==> config.mk <==
export PLATFORM = sky130hd
export DESIGN_NAME = icache_refill_unit_flat
export DESIGN_NICKNAME = d
export VERILOG_FILES = /design/src/rtl/icache_refill_unit_pkg.sv /design/src/rtl/icache_refill_unit_if.sv /design/src/rtl/icache_refill_unit_beat_collector.sv /design/src/rtl/icache_refill_unit.sv /design/src/flat_wrapper.sv
export SDC_FILE = /design/constraint.sdc
export NUM_CORES = 1
export LEC_CHECK = 0
export BUFFER_PORTS_ARGS = -buffer_cell sky130_fd_sc_hd__buf_2
export CAP_MARGIN = 40
export CORE_UTILIZATION = 53
export DETAILED_ROUTE_END_ITERATION = 8
export GPL_TIMING_DRIVEN = 0
export PLACE_DENSITY = 0.85
export SLEW_MARGIN = 20
export SYNTH_ARGS = -nofsm -noshare
export SYNTH_HDL_FRONTEND = slang
export SYNTH_SLANG_ARGS = --single-unit
==> constraint.sdc <==
create_clock -name clk -period 3.75 [get_ports clk]
set_input_delay 0.375 -clock clk [delete_from_list [all_inputs] [get_ports clk]]
set_output_delay 0.375 -clock clk [all_outputs]
set_load 0.05 [all_outputs]
==> src/rtl/icache_refill_unit_pkg.sv <==
// Shared constants, state encodings and small types for the I-cache refill engine.
package icache_refill_unit_pkg;

  localparam int WORD                = 32;
  localparam int CACHE_LINE_WIDTH    = 128;
  localparam int CACHE_LINE_BYTE_LOG = 4;
  localparam int BEATS               = CACHE_LINE_WIDTH / WORD;
  localparam int CNT_W               = $clog2(BEATS);

  typedef enum logic [1:0] {
    REFILL_IDLE = 2'd0,
    REFILL_REQ  = 2'd1,
    REFILL_RECV = 2'd2,
    REFILL_DONE = 2'd3
  } refill_state_e;

  typedef logic [WORD-1:0]                  word_t;
  typedef logic [CACHE_LINE_WIDTH-1:0]      line_t;
  typedef logic [CACHE_LINE_BYTE_LOG-3:0]   wsel_t;
  typedef logic [CNT_W-1:0]                 beat_cnt_t;

  function automatic logic is_last_beat(input beat_cnt_t cnt);
    return cnt == beat_cnt_t'(BEATS - 1);
  endfunction

endpackage

==> src/rtl/icache_refill_unit_if.sv <==
// Miss request, memory read/return and line-write signals of the refill engine.
// early_valid/early_inst exist only when REFILL_EARLY_FWD_EN is defined.
interface icache_refill_unit_if
  import icache_refill_unit_pkg::*;
#(
  parameter int ADDR_WIDTH = 32
) ();

  logic                  miss_req;
  logic [ADDR_WIDTH-1:0] miss_addr;
  logic                  rd_req;
  logic [ADDR_WIDTH-1:0] rd_addr;
  logic                  rd_rdy;
  logic                  ret_valid;
  logic                  ret_last;
  word_t                 ret_data;
  logic                  line_we;
  line_t                 line_data;
  wsel_t                 word_sel;
  logic                  refill_busy;
  logic                  refill_done;
  logic                  proto_err;
`ifdef REFILL_EARLY_FWD_EN
  logic                  early_valid;
  word_t                 early_inst;
`endif

  modport master (
    input  miss_req, miss_addr, rd_rdy, ret_valid, ret_last, ret_data,
    output rd_req, rd_addr, line_we, line_data, word_sel,
           refill_busy, refill_done, proto_err
`ifdef REFILL_EARLY_FWD_EN
    , output early_valid, early_inst
`endif
  );

  modport slave (
    output miss_req, miss_addr, rd_rdy, ret_valid, ret_last, ret_data,
    input  rd_req, rd_addr, line_we, line_data, word_sel,
           refill_busy, refill_done, proto_err
`ifdef REFILL_EARLY_FWD_EN
    , input early_valid, early_inst
`endif
  );

endinterface

==> src/rtl/icache_refill_unit_beat_collector.sv <==
// Beat counter and line assembly: each accepted beat lands in slot cnt, line_done flags slot 3.
// proto_err is sticky and set whenever ret_last disagrees with the beat count.
module refill_beat_collector
  import icache_refill_unit_pkg::*;
(
  input  logic      clk,
  input  logic      rstn,
  input  logic      clr_i,
  input  logic      beat_en_i,
  input  logic      ret_last_i,
  input  word_t     ret_data_i,
  output beat_cnt_t cnt_o,
  output logic      line_done_o,
  output line_t     line_data_o,
  output logic      proto_err_o
);

  beat_cnt_t        cnt_q, cnt_d;
  line_t            line_q, line_d;
  logic             err_q, err_d;
  logic [BEATS-1:0] slot_we;

  always_comb begin
    slot_we = '0;
    cnt_d   = cnt_q;
    line_d  = line_q;
    err_d   = err_q;
    if (beat_en_i) begin
      slot_we[cnt_q] = 1'b1;
    end
    if (clr_i) begin
      cnt_d = '0;
    end else if (beat_en_i) begin
      cnt_d = cnt_q + 1'b1;
    end
    // Untouched slots keep the previous line until this refill overwrites them.
    for (int k = 0; k < BEATS; k++) begin
      if (slot_we[k]) begin
        line_d[k*WORD +: WORD] = ret_data_i;
      end
    end
    if (beat_en_i && (ret_last_i != is_last_beat(cnt_q))) begin
      err_d = 1'b1;
    end
  end

  always_ff @(posedge clk or negedge rstn) begin
    if (!rstn) begin
      cnt_q  <= '0;
      line_q <= '0;
      err_q  <= 1'b0;
    end else begin
      cnt_q  <= cnt_d;
      line_q <= line_d;
      err_q  <= err_d;
    end
  end

  assign cnt_o       = cnt_q;
  assign line_done_o = beat_en_i && is_last_beat(cnt_q);
  assign line_data_o = line_q;
  assign proto_err_o = err_q;

endmodule

==> src/rtl/icache_refill_unit.sv <==
// I-cache refill engine: one line-aligned 4-beat read per miss, line_we 6+ cycles after miss_req.
// rd_req held until rd_rdy; beats may gap freely. REFILL_EARLY_FWD_EN adds early_valid/early_inst.
module icache_refill_unit
  import icache_refill_unit_pkg::*;
#(
  parameter int ADDR_WIDTH = 32
) (
  input  logic                 clk,
  input  logic                 rstn,
  icache_refill_unit_if.master bus
);

  refill_state_e         state_q, state_d;
  logic [ADDR_WIDTH-1:0] addr_q, addr_d;
  wsel_t                 ws_q, ws_d;
  logic                  rd_req_q, rd_req_d;
  logic                  busy_q, busy_d;
  logic                  done_q, done_d;
  logic                  clr_cnt;
  logic                  beat_en;
  logic                  line_done;
  beat_cnt_t             beat_idx;
  line_t                 line_data;
  logic                  proto_err;
  logic                  unused_addr_lsb;

  assign beat_en         = (state_q == REFILL_RECV) && bus.ret_valid;
  assign unused_addr_lsb = ^bus.miss_addr[1:0];

  always_comb begin
    state_d = state_q;
    addr_d  = addr_q;
    ws_d    = ws_q;
    clr_cnt = 1'b0;
    case (state_q)
      REFILL_IDLE: begin
        if (bus.miss_req) begin
          state_d = REFILL_REQ;
          addr_d  = {bus.miss_addr[ADDR_WIDTH-1:CACHE_LINE_BYTE_LOG],
                     {CACHE_LINE_BYTE_LOG{1'b0}}};
          ws_d    = bus.miss_addr[CACHE_LINE_BYTE_LOG-1:2];
          clr_cnt = 1'b1;
        end
      end
      REFILL_REQ: begin
        if (bus.rd_rdy) begin
          state_d = REFILL_RECV;
        end
      end
      REFILL_RECV: begin
        if (line_done) begin
          state_d = REFILL_DONE;
        end
      end
      REFILL_DONE: state_d = REFILL_IDLE;
      default:     state_d = REFILL_IDLE;
    endcase
    // Outputs are decoded from the next state so they leave the flops aligned with it.
    rd_req_d = (state_d == REFILL_REQ);
    busy_d   = (state_d != REFILL_IDLE);
    done_d   = (state_d == REFILL_DONE);
  end

  always_ff @(posedge clk or negedge rstn) begin
    if (!rstn) begin
      state_q  <= REFILL_IDLE;
      addr_q   <= '0;
      ws_q     <= '0;
      rd_req_q <= 1'b0;
      busy_q   <= 1'b0;
      done_q   <= 1'b0;
    end else begin
      state_q  <= state_d;
      addr_q   <= addr_d;
      ws_q     <= ws_d;
      rd_req_q <= rd_req_d;
      busy_q   <= busy_d;
      done_q   <= done_d;
    end
  end

  refill_beat_collector u_collector (
    .clk         (clk),
    .rstn        (rstn),
    .clr_i       (clr_cnt),
    .beat_en_i   (beat_en),
    .ret_last_i  (bus.ret_last),
    .ret_data_i  (bus.ret_data),
    .cnt_o       (beat_idx),
    .line_done_o (line_done),
    .line_data_o (line_data),
    .proto_err_o (proto_err)
  );

  assign bus.rd_req      = rd_req_q;
  assign bus.rd_addr     = addr_q;
  assign bus.word_sel    = ws_q;
  assign bus.refill_busy = busy_q;
  assign bus.line_we     = done_q;
  assign bus.refill_done = done_q;
  assign bus.line_data   = line_data;
  assign bus.proto_err   = proto_err;

`ifdef REFILL_EARLY_FWD_EN
  logic  early_vld_q, early_vld_d;
  word_t early_inst_q, early_inst_d;

  always_comb begin
    early_vld_d  = beat_en && (beat_idx == ws_q);
    early_inst_d = early_vld_d ? bus.ret_data : early_inst_q;
  end

  always_ff @(posedge clk or negedge rstn) begin
    if (!rstn) begin
      early_vld_q  <= 1'b0;
      early_inst_q <= '0;
    end else begin
      early_vld_q  <= early_vld_d;
      early_inst_q <= early_inst_d;
    end
  end

  assign bus.early_valid = early_vld_q;
  assign bus.early_inst  = early_inst_q;
`else
  logic unused_beat_idx;
  assign unused_beat_idx = ^beat_idx;
`endif

endmodule

==> src/flat_wrapper.sv <==
// flat-port wrapper written by rule: the top's interface ports become plain ports
module icache_refill_unit_flat import icache_refill_unit_pkg::*;
#(
  parameter int ADDR_WIDTH = 32
)
  (clk, rstn, bus_miss_req, bus_miss_addr, bus_rd_rdy, bus_ret_valid, bus_ret_last, bus_ret_data, bus_rd_req, bus_rd_addr, bus_line_we, bus_line_data, bus_word_sel, bus_refill_busy, bus_refill_done, bus_proto_err);
  icache_refill_unit_if #(.ADDR_WIDTH(ADDR_WIDTH)) bus_i ();
  input  logic clk;
  input  logic rstn;
  input wire logic [$bits(bus_i.miss_req)-1:0] bus_miss_req;
  input wire logic [$bits(bus_i.miss_addr)-1:0] bus_miss_addr;
  input wire logic [$bits(bus_i.rd_rdy)-1:0] bus_rd_rdy;
  input wire logic [$bits(bus_i.ret_valid)-1:0] bus_ret_valid;
  input wire logic [$bits(bus_i.ret_last)-1:0] bus_ret_last;
  input wire logic [$bits(bus_i.ret_data)-1:0] bus_ret_data;
  output wire logic [$bits(bus_i.rd_req)-1:0] bus_rd_req;
  output wire logic [$bits(bus_i.rd_addr)-1:0] bus_rd_addr;
  output wire logic [$bits(bus_i.line_we)-1:0] bus_line_we;
  output wire logic [$bits(bus_i.line_data)-1:0] bus_line_data;
  output wire logic [$bits(bus_i.word_sel)-1:0] bus_word_sel;
  output wire logic [$bits(bus_i.refill_busy)-1:0] bus_refill_busy;
  output wire logic [$bits(bus_i.refill_done)-1:0] bus_refill_done;
  output wire logic [$bits(bus_i.proto_err)-1:0] bus_proto_err;
  assign bus_i.miss_req = bus_miss_req;
  assign bus_i.miss_addr = bus_miss_addr;
  assign bus_i.rd_rdy = bus_rd_rdy;
  assign bus_i.ret_valid = bus_ret_valid;
  assign bus_i.ret_last = bus_ret_last;
  assign bus_i.ret_data = bus_ret_data;
  assign bus_rd_req = bus_i.rd_req;
  assign bus_rd_addr = bus_i.rd_addr;
  assign bus_line_we = bus_i.line_we;
  assign bus_line_data = bus_i.line_data;
  assign bus_word_sel = bus_i.word_sel;
  assign bus_refill_busy = bus_i.refill_busy;
  assign bus_refill_done = bus_i.refill_done;
  assign bus_proto_err = bus_i.proto_err;
  icache_refill_unit #(.ADDR_WIDTH(ADDR_WIDTH)) u_core (.clk(clk), .rstn(rstn), .bus(bus_i));
endmodule
**Word level (Yosys, flattened, before mapping)**

Cells that the tools add are included.

- Add/sub/neg operators: 1
- Order comparisons: 2
- Equality and inequality tests: 7
- Mux-type cells: 11
- Reductions and logical operators: 8

Operator list:

| operator | count |
|---|---|
| 2-bit two-way mux | 5 |
| 2-bit == test (second input constant) | 4 |
| 2-bit case mux with 4 select lines | 1 |
| 2-bit by 1-bit == test with 1-bit output (second input constant) | 2 |
| 1-bit logical AND | 4 |
| 4-bit two-way mux | 1 |
| 2-bit nonzero test | 2 |
| 2-bit by 3-bit less-than comparator with 1-bit output (second input constant) | 1 |
| 1-bit two-way mux | 3 |
| 2-bit by 1-bit adder with 2-bit output (second input constant) | 1 |
| 1-bit demux with 2-bit select | 1 |
| 2-bit by 1-bit >= comparator with 1-bit output (second input constant) | 1 |
| 2-bit zero test | 1 |
| 2-bit AND reduction | 1 |
| 1-bit inequality test | 1 |

- Register bits after elaboration: 166
- Input bits: 70
- Output and inout port bits: 167

**Logic depth before layout (Yosys ltp)**

- Depth after elaboration: 6
- Mapped depth: 5
- Gate-level depth less buffers: 4

**By module**

From an unflattened synthesis, not the netlist that was laid out.

- Cells, all modules: 376
- Area, all modules: 6685.2 µm²

Modules (own cells, without submodules):

| module | instances | cells each | area an instance (µm²) |
|---|---|---|---|
| refill_beat_collector | 1 | 289 | 5301.3 |
| icache_refill_unit | 1 | 87 | 1383.8 |

**Worst setup path after synthesis**

Ideal clock, no wire load.

- Kind: reg2reg
- Start: reg u_core.u_collector.cnt_q[0], in the netlist u_core.u_collector.cnt_o[0]
- End: reg u_core.u_collector.line_q[12], in the netlist u_core.u_collector.line_data_o[12]
- Data arrival time: 1295 ps
- Required time: 3622 ps
- Setup slack: 2327 ps
- Cell stages (with the launch flop): 6
- Buffers on the path: 1
- Period minus slack after synthesis: 1423 ps
- Cell sequence: dfrtp_1 > inv_1 > ha_1 > nand4b_4 > buf_4 > mux2_1

- Word-level cells in the longest chain between the ends: 5
- Elaborated cells on any way between the ends: 6

RTL lines:

| element | RTL line | text |
|---|---|---|
| start, declared | icache_refill_unit_beat_collector.sv:18 | `beat_cnt_t cnt_q, cnt_d;` |
| start signal, assigned | icache_refill_unit_beat_collector.sv:53 | `cnt_q <= cnt_d;` |
| 2-bit by 3-bit less-than comparator with 1-bit output (implied by the code) / 2-bit by 1-bit >= comparator with 1-bit output (equally long branches) | icache_refill_unit_beat_collector.sv:29 | `slot_we[cnt_q] = 1'b1;` |
| 1-bit logical AND (implied by the code) | icache_refill_unit_beat_collector.sv:29 |  |
| 1-bit two-way mux (implied by the code) | icache_refill_unit_beat_collector.sv:29 |  |
| 1-bit demux with 2-bit select * | icache_refill_unit_beat_collector.sv:29 |  |
| 4-bit two-way mux * | icache_refill_unit_beat_collector.sv:28 | `if (beat_en_i) begin` |
| end signal, assigned | icache_refill_unit_beat_collector.sv:54 | `line_q <= line_d;` |
| end, declared | icache_refill_unit_beat_collector.sv:19 | `line_t line_q, line_d;` |

Mark *: on every way between the ends. The rest lies on a longest branch, timed or not.
A chain may end at the register's enable or synchronous reset.

**Worst setup path after layout**

- Start: reg u_core.u_collector.cnt_q[0], in the netlist u_core.u_collector.cnt_o[0]
- End: reg u_core.u_collector.line_q[90], in the netlist u_core.u_collector.line_data_o[90]

The elaborated chain is that of the path after synthesis.

==> impl_metrics.yaml <==
final_layout:
  drive_above_1_share_pct: 67.8
  area_delta_synth_final_pct: 31.0
  num_antenna_cells: 0
  final_nets: 707
die:
  core.rowCount: 39
  die_area_sq_um: 12600
  num_io_pins: 237
  core_sq_um: 11600
  die_h_microns: 112
  die_w_microns: 112
  start_util_pct: 55.3
global_route:
  grtUsageTotal_pct: 23.4
  grt_antenna_before_repair: 0
  grt_start_max_net_pins: 90
  grt_overflow_total: 0
  grt_pass1_wl_mm: 22.2
  grt_pass1_vias: 4320
synth:
  synthCells: 380
  synth_area_sq_um: 6420
  synthArstFlopShare_pct: 100
  yosysMostFrequentCell: "dfrtp_1"
  syn_avg_cell_area_sq_um: 16.9
  netlist_top_cells_area: "dfrtp_1 65%, mux2_2 26%, buf_4 2.2%, mux2_1 1.6%, nand4b_4 1.5%"
  synth_top_area_share_pct: 64.7
  synth_cell_types: 27
  synth_area_leader_cell: "dfrtp_1"
  synth_warnings: 0
  synth_edf_count: 0
  ys.flop_type: "dfrtp_1"
  netlist_top_cells_count: "166 x dfrtp_1, 149 x mux2_2, 19 x buf_4"
  ys_seq_area_share_pct: 64.7
  ys_ff_latch: 166
worst_setup_path:
  startpoint_type: "flop"
  path_buf_inv: 2
  rrSetupSlack_ps: 2140
  r2r-end: "u_core.u_collector.line_data_o[90]"
  worst-setup-path-type: "reg -> reg"
  end_kind: "flop"
  cp.arrival_ps: 1910
  worstPathMaxFanout: 10
  reg2regPathDepth: 5
  r2r_start: "u_core.u_collector.cnt_o[0]"
  critPathTopFamily: "flip-flops"
  cp_slowest_cell: "dfrtp_1"
  worstPathCellList: "inv_1, ha_1, nand4b_4, buf_4, mux2_2"
  slowest_delay_ps: 420
  required_ps: 4050
clock_network:
  cts_htree_levels: 4
  path_clk_slew_ps: 60
  root_buffer: "clkbuf_16"
  cts_made_buffers: 17
  cts_tree: "yes"
  clk_latency_ps: 420
  clock-sinks: 166
  cts-resized-gates: 0
  cts_buffer_depth: 2
status:
  status: "finished, violations left"
  violations: "design-rule violations"
detailed_routing:
  num_vias: 4079
  avgRoutedWirePerCell_microns: 17.6
  ant_nets: 0
  drt-total-wl_mm: 13.9
  drt_iter0_drc: 188
  dr.pass1.iters: 6
  drcViolationCount: 16
  via_per_inst: 5.18
sta:
  rsz0062_at_grt: "false"
  finalSetupViolCount: 0
  slew_violations: 0
  worst_pin_slew_ps: 569
  final_hold_viol_count: 0
  fin_crit_sh_pct: 42.9
  setup_tns_ps: 0
  relSlewSlack_pct: 62.1
  period_needed_ps: 1610
  finClkSkew_ps: 5.38
  fmax_mhz: 621
placed_design:
  dp_hpwl_mm: 10.0
  numPortBuffers: 229
  place_congestion: 0.756
run:
  cap_violations: 0
hold_path:
  hold_depth: 2
  min_to: "u_core.bus.rd_req"
  min_from: "bus_rd_rdy"
  hold_path.class: "in -> reg"
==> logic make-up (layout without fill, tap and decap cells) <==
kind of cell	Yosys count	after routing	synth area share (%)
AO/OA/AOI/OAI	8	8	0.993
adder cells (fa/ha/maj)	4	4	0.779
other	1	4	0.0584
flip-flops	166	166	64.7
XOR/XNOR	1	1	0.136
multiplexers	158	158	27.7
buffers and inverters	29	291	3.17
AND/OR/NAND/NOR	13	13	2.51
==> area by class of cell <==
class                   count  area (sq um)
well taps                 143           179
flip-flops and latches    166          4150
repair buffers            231          1190
multi-input cells         188          2080
clock inverters             7           119
fillers                   783          3190
plain buffers              24           185
clock buffers              24           492
inverters                   5          18.8
==> per-layer routing <==
layer  global-route usage, %  vias to the layer above  routed length (microns)
met5                       0                        -                        0
met4                    11.6                        0                      450
met3                    5.94                       33                      760
met2                    40.8                      145                     7300
met1                    26.9                     2064                     5390
li1                        -                     1837                        -
==> state kept, by name, summed over array words and instances, names as in the netlist <==
signal and count:
u_core.u_collector.line_data_o 128, u_core.bus.word_sel 2, u_core.state_q 2, u_core.u_collector.proto_err_o 1, u_core.bus.rd_req 1, u_core.bus.refill_busy 1
u_core.bus.line_we 1, u_core.bus.rd_addr 28, u_core.u_collector.cnt_o 2
==> per-stage QoR <==
| step | util (%) | area (sq um) | cells | hold slack, ps | worst slack, ps |
|---|---|---|---|---|---|
| 2_1_floorplan | - | 6440 | 383 | 79.4 | 2330 |
| 3_3_place_gp | 66.8 | 7760 | 755 | 449 | 54.8 |
| 3_5_place_dp | 67.2 | 7800 | 756 | 383 | 2130 |
| 4_1_cts | 72.5 | 8420 | 788 | 139 | 2120 |
| 5_1_grt | 72.5 | 8420 | 788 | 148 | 2040 |
| 6_report | 72.5 | 8420 | 788 | 157 | 2140 |
==> cell usage in the layout, fill, tap and decap left out, types with 2 or more instances in the layout <==
cell type,netlist,final
buf_2,1,229
buf_4,19,19
buf_6,3,3
bufinv_16,0,3
clkbuf_1,0,3
clkbuf_16,0,17
clkbuf_8,0,4
clkinvlp_4,0,2
conb_1,1,4
dfrtp_1,166,166
ha_1,4,4
inv_1,4,4
mux2_1,9,9
mux2_2,149,149
nand2_1,2,2
nand4b_4,4,4
nor2_1,2,2
o221ai_1,2,2
==> how the worst max path moves through the flow <==
stage | from | end | cells after the start
after floorplan | u_core.u_collector.cnt_o[0] | u_core.u_collector.line_data_o[12] | 5
after global placement | rstn | u_core.u_collector.line_data_o[111] | 1
after detailed placement | u_core.u_collector.cnt_o[1] | u_core.u_collector.line_data_o[14] | 5
after CTS | u_core.u_collector.cnt_o[0] | u_core.u_collector.line_data_o[93] | 5
after global routing | u_core.u_collector.cnt_o[0] | u_core.u_collector.line_data_o[82] | 5
final | u_core.u_collector.cnt_o[0] | u_core.u_collector.line_data_o[90] | 5
==> worst reg2reg max path, delay by kind of cell (launching register included) <==
kind | cells | cell delay [ps]
AND/OR/NAND/NOR | 1 | 150
buffers and inverters | 2 | 330
adder cells (fa/ha/maj) | 1 | 240
flip-flops | 1 | 420
multiplexers | 1 | 360
==> what timing repair did <==
item / 4_1_cts / 5_1_grt
setup buffers: 0 / 0
endpoints found under the setup margin: 0 / 0
hold buffers: 1 / 0
hold endpoints to repair: 77 / 0
Power is left out: the tool's default activity adds up to more than one toggle a clock period on the data nets, which glitch-free logic cannot reach.
